`src/rtl/mem_port_arbiter.sv`:
```
// Arbitrates the single memory port between fetch and execute, remembering who
// owns each in-flight request so responses route back in order.
module mem_port_arbiter #(
   parameter int MAX_OUTSTANDING = 2,
   parameter int STARVE_LIMIT    = 4
) (
   input  logic        clk,
   input  logic        rst,
   input  logic        flush,
   input  logic        if_req_valid,
   output logic        if_req_ready,
   input  logic [31:0] if_req_addr,
   output logic        if_resp_valid,
   input  logic        if_resp_ready,
   output logic [31:0] if_resp_data,
   input  logic        ex_req_valid,
   output logic        ex_req_ready,
   input  logic [31:0] ex_req_addr,
   input  logic        ex_req_we,
   input  logic [31:0] ex_req_wdata,
   input  logic [3:0]  ex_req_be,
   output logic        ex_resp_valid,
   input  logic        ex_resp_ready,
   output logic [31:0] ex_resp_data,
   output logic        mem_req_valid,
   input  logic        mem_req_ready,
   output logic [31:0] mem_req_addr,
   output logic        mem_req_we,
   output logic [31:0] mem_req_wdata,
   output logic [3:0]  mem_req_be,
   input  logic        mem_resp_valid,
   output logic        mem_resp_ready,
   input  logic [31:0] mem_resp_data
);
   localparam int   PTR_W  = (MAX_OUTSTANDING > 1) ? $clog2(MAX_OUTSTANDING) : 1;
   localparam int   CNT_W  = $clog2(MAX_OUTSTANDING + 1);
   localparam int   STV_W  = $clog2(STARVE_LIMIT + 1);
   localparam logic OWN_IF = 1'b0;
   localparam logic OWN_EX = 1'b1;

   logic             q_owner [MAX_OUTSTANDING];
   logic             q_disc  [MAX_OUTSTANDING];
   logic [PTR_W-1:0] rd_ptr, wr_ptr;
   logic [CNT_W-1:0] count;
   logic             lock_valid, lock_owner;
   logic [STV_W-1:0] starve_cnt;

   logic             full, empty, sel_ex, sel_valid, req_hs, resp_hs;
   logic             head_owner, head_disc;
   logic             lock_valid_nxt, lock_owner_nxt;
   logic [STV_W-1:0] starve_nxt;

   function automatic logic [PTR_W-1:0] ptr_inc(input logic [PTR_W-1:0] p);
      return (p == PTR_W'(MAX_OUTSTANDING - 1)) ? '0 : p + PTR_W'(1);
   endfunction

   always_comb begin
      full  = (count == CNT_W'(MAX_OUTSTANDING));
      empty = (count == '0);

      // A held lock overrides the priority/starvation choice
      if (lock_valid)
         sel_ex = lock_owner;
      else
         sel_ex = ex_req_valid && !(if_req_valid && starve_cnt == STV_W'(STARVE_LIMIT));

      sel_valid     = sel_ex ? ex_req_valid : if_req_valid;
      mem_req_valid = rst && sel_valid && !full;
      if_req_ready  = rst && !sel_ex && mem_req_ready && !full;
      ex_req_ready  = rst && sel_ex && mem_req_ready && !full;
      mem_req_addr  = sel_ex ? ex_req_addr : if_req_addr;
      mem_req_we    = sel_ex && ex_req_we;
      mem_req_wdata = sel_ex ? ex_req_wdata : '0;
      mem_req_be    = sel_ex ? ex_req_be : 4'hF;
      req_hs        = mem_req_valid && mem_req_ready;

      head_owner     = q_owner[rd_ptr];
      head_disc      = q_disc[rd_ptr];
      mem_resp_ready = 1'b0;
      if_resp_valid  = 1'b0;
      ex_resp_valid  = 1'b0;
      if (rst && !empty) begin
         if (head_disc) begin
            mem_resp_ready = 1'b1;
         end else if (head_owner == OWN_EX) begin
            ex_resp_valid  = mem_resp_valid;
            mem_resp_ready = ex_resp_ready;
         end else begin
            if_resp_valid  = mem_resp_valid;
            mem_resp_ready = if_resp_ready;
         end
      end
      if_resp_data = mem_resp_data;
      ex_resp_data = mem_resp_data;
      resp_hs      = mem_resp_valid && mem_resp_ready;

      lock_valid_nxt = lock_valid;
      lock_owner_nxt = lock_owner;
      if (req_hs) begin
         lock_valid_nxt = 1'b0;
      end else if (mem_req_valid) begin
         lock_valid_nxt = 1'b1;
         lock_owner_nxt = sel_ex;
      end
      if (flush && lock_owner_nxt == OWN_IF)
         lock_valid_nxt = 1'b0;

      starve_nxt = starve_cnt;
      if (flush || !if_req_valid || (req_hs && !sel_ex))
         starve_nxt = '0;
      else if (req_hs && starve_cnt != STV_W'(STARVE_LIMIT))
         starve_nxt = starve_cnt + STV_W'(1);
   end

   always_ff @(posedge clk) begin
      if (!rst) begin
         rd_ptr     <= '0;
         wr_ptr     <= '0;
         count      <= '0;
         lock_valid <= 1'b0;
         lock_owner <= OWN_IF;
         starve_cnt <= '0;
      end else begin
         lock_valid <= lock_valid_nxt;
         lock_owner <= lock_owner_nxt;
         starve_cnt <= starve_nxt;
         if (req_hs)  wr_ptr <= ptr_inc(wr_ptr);
         if (resp_hs) rd_ptr <= ptr_inc(rd_ptr);
         case ({req_hs, resp_hs})
            2'b10:   count <= count + CNT_W'(1);
            2'b01:   count <= count - CNT_W'(1);
            default: count <= count;
         endcase
      end
   end

   // Entry contents are only meaningful while counted, so they carry no reset
   always_ff @(posedge clk) begin
      for (int i = 0; i < MAX_OUTSTANDING; i++)
         if (flush && q_owner[i] == OWN_IF) q_disc[i] <= 1'b1;
      if (req_hs) begin
         q_owner[wr_ptr] <= sel_ex;
         q_disc[wr_ptr]  <= flush && !sel_ex;
      end
   end

   resp_while_empty: assert property (@(posedge clk) disable iff (!rst) !(mem_resp_valid && empty));

endmodule

```
`config.mk`:
```
export PLATFORM = sky130hd
export DESIGN_NAME = mem_port_arbiter
export DESIGN_NICKNAME = d
export VERILOG_FILES = /design/src/rtl/mem_port_arbiter.sv
export SDC_FILE = /design/constraint.sdc
export NUM_CORES = 1
export LEC_CHECK = 0
export CORE_AREA = 2 2 110 112
export DETAILED_ROUTE_END_ITERATION = 10
export DIE_AREA = 0 0 112 114
export HOLD_SLACK_MARGIN = 0.06
export PLACE_DENSITY_LB_ADDON = 0.08
export SYNTH_ARGS = -nofsm -noshare
export SYNTH_HDL_FRONTEND = slang
export SYNTH_SLANG_ARGS = --single-unit
```
`constraint.sdc`:
```
create_clock -name clk -period 3.05 [get_ports clk]
set_clock_uncertainty 0.15 [all_clocks]
set_input_delay 0.61 -clock clk [delete_from_list [all_inputs] [get_ports clk]]
set_output_delay 0.61 -clock clk [all_outputs]
set_load 0.03 [all_outputs]
```
==> results by group <==
Worst setup path
  – Crit-path most repeated cell: clkdlybuf4s50_1
  – CP arrival: 2200 ps
  – Crit path capture type: output port
  – Worst path max stage delay: 710 ps
  – Critical path startpoint category: input port
  – CP top delay family: buffers and inverters
  – Crit-path cells: clkdlybuf4s50_1 -> and2_1 -> nand2_1 -> nor2_1 -> clkdlybuf4s50_1
  – Buf/Inv on CP: 2
  – WS Path Type: input port to output port
  – Critical Path Source: mem_req_ready
  – Max FO, Critical Path: 3
  – Crit-path slowest cell: clkdlybuf4s50_1
  – Worst EP required: 2290 ps

Power and ir drop
  – Clock power frac: 0.206
  – Internal cell power: 0.733 mW
  – Sw frac: 0.386
  – Flop pwr share: 0.186
  – Total power: 1.19 mW
  – Power Dens Cells: 333 mW/mm2
  – Maximum vdd ir drop: 146 uV
  – Logic pwr share: 0.609
  – Net Sw Power: 0.461 mW
  – Static leakage: 1.63 nW

Clock tree
  – CTS resizes: 0
  – CTS Buf Count: 3
  – CTS tree: done
  – Post-CTS Setup Inserts: 0
  – Hold_buf cts: 0
  – H-tree depth: 1
  – Clk buf depth: 2
  – CTS clk-pin slew, worst paths: 40 ps
  – Clock Latency Late Sink: 240 ps
  – Root Buffer: clkbuf_16
  – Sink Count: 14

Global routing
  – Initial antenna violation count: 0
  – Congestion Overflow GR: 0
  – Largest net degree at the start of global routing: 52
  – Global-route wire length before repair: 11300 um
  – Total track usage: 0.110
  – Vias in the first global route: 2103

Synthesis
  – Post-synth top area share: 0.250
  – Ys async rst share: 0
  – Ranking of synthesized cells by area: buf_4 25%, nand2_1 20%, dfxtp_1 12%
  – Syn_nets: 451
  – Most frequent cell after synthesis: nand2_1
  – Cells after synthesis: 306
  – Cell Area, Synth: 0.00193 mm2
  – Unique masters post-synth: 32
  – FF+latch count, synth: 14
  – Mean post-synth cell area: 6.29 um2
  – Post-synth EDFFs: 2
  – Sequential fraction of the synthesis area: 0.156
  – Top cells by count, synth: 104 x nand2_1, 64 x buf_4, 36 x and2_1, 12 x dfxtp_1, 12 x nor2_1
  – Leading area contributor after synthesis: buf_4
  – Synth warn: 0
  – Synth Flop Type: dfxtp_1

Floorplan
  – Row count: 40
  – Die area: 0.0128 mm2
  – I/O pin cnt: 281
  – Die X: 112 um
  – Die Ht: 114 um
  – Placeable Area: 0.0117 mm2
  – Starting Density: 0.164

Layout
  – Layout fillers: 1294
  – Share of post-route cells with drive strength above 1: 0.207
  – Final net count: 575
  – Syn-to-layout area delta: 86.2%
  – Antenna diodes: 0

Hold path
  – Hold path start: wr_ptr
  – Hold WC Path Type: register to register

Route
  – Detailed Route WL: 7810 um
  – # DRC: 0
  – Avg WL per Cell: 13.6 um
  – Vias per cell: 3.97
  – Total number of vias: 2289
  – Initial drt markers: 88
  – Post-route ant nets: 0
  – TritonRoute pass-1 iters: 4

STA
  – Fmax achieved: 338 MHz
  – Final Setup Violations: 0
  – Max-slew violation count: 0
  – Slew at the pin closest to its max-slew limit: 517 ps
  – Relative slew slack: 0.654
  – Period utilisation layout: 0.971
  – Final hold viol count: 0
  – RSZ-0062 raised after global routing: false
  – Total Neg Setup Slack: 0 ps
  – Final Critical Period: 2960 ps

Run status
  – Run status: finished, final reports clean

Run
  – Max Cap Viol: 0

Placed design
  – RePlAce Congestion: 0.742
  – I/O Buffers: 184
  – Post-detail-place hpwl: 6600 um
kinds of logic after synthesis:
logic type	after synthesis	synth area share
AO/OA/AOI/OAI	25	0.0845
XOR/XNOR	2	0.00910
adder cells (fa/ha/maj)	3	0.0195
buffers and inverters	82	0.288
flip-flops	14	0.156
multiplexers	7	0.0364
AND/OR/NAND/NOR	173	0.406
stage by stage:
step	std cells	area (um2)	util	hold WS (ps)	worst slack (ps)
2_1_floorplan	306	1930	-	296	517
3_3_place_gp	572	3510	0.299	329	94.9
3_5_place_dp	572	3510	0.299	330	63.1
4_1_cts	576	3580	0.306	353	59.7
5_1_grt	576	3580	0.306	387	10.7
6_report	576	3580	0.306	344	87.7
path summary, 6_finish.rpt:
check	endpoint	slack, ps	cells after the start
worst max register to register	count[1]	710	7
worst min register to register	wr_ptr	340	1
worst min-delay path	wr_ptr	340	1
worst max-delay path	ex_req_ready	90	5
metal layers:
metal | GRT usage | vias to the layer above | share of wire
met5 | 0 | - | 0
met4 | 0.0179 | 0 | 0.0054
met3 | 0.0345 | 6 | 0.090
met2 | 0.212 | 131 | 0.54
met1 | 0.119 | 1000 | 0.36
li1 | - | 1152 | -
layout make-up:
type                       instances  area [um2]  share of cell area
tap                              147         184              0.0513
sequential                        14         300              0.0838
clock buffer                       3        75.1              0.0209
clock inverter                     1        3.75             0.00105
multi-input combinational        210        1070               0.298
inverter                           6        22.5             0.00628
timing repair buffer             195        1930               0.538
power groups by stage:
stage,clock [mW],sequential [mW],combinational (mW)
after global routing,0.266,0.224,0.778
final,0.246,0.222,0.727
after detailed placement,0,0.225,0.737
after CTS,0.254,0.221,0.740
after floorplan,0,0.219,0.510
after global placement,0,0.226,0.737
state kept, by name (all words and copies together) (netlist names), named ones only:
signal,count
lock_owner,1
lock_valid,1
wr_ptr,1
starve_cnt,3
count,2
rd_ptr,1
q_owner,2
q_disc,2
placed cells by master (no fill, tap or decap), drive strengths merged, types with 3 or more instances in the layout:
cell type / count
clkdlybuf4s50: 111
inv: 6
nor3: 5
ha: 3
nand2: 104
and2: 36
mux2i: 7
o21ai: 5
dfxtp: 12
a21oi: 9
nor2: 12
buf: 84
nand3: 3
nand2b: 6
clkbuf: 3
Power figures use the tool's default switching activity.
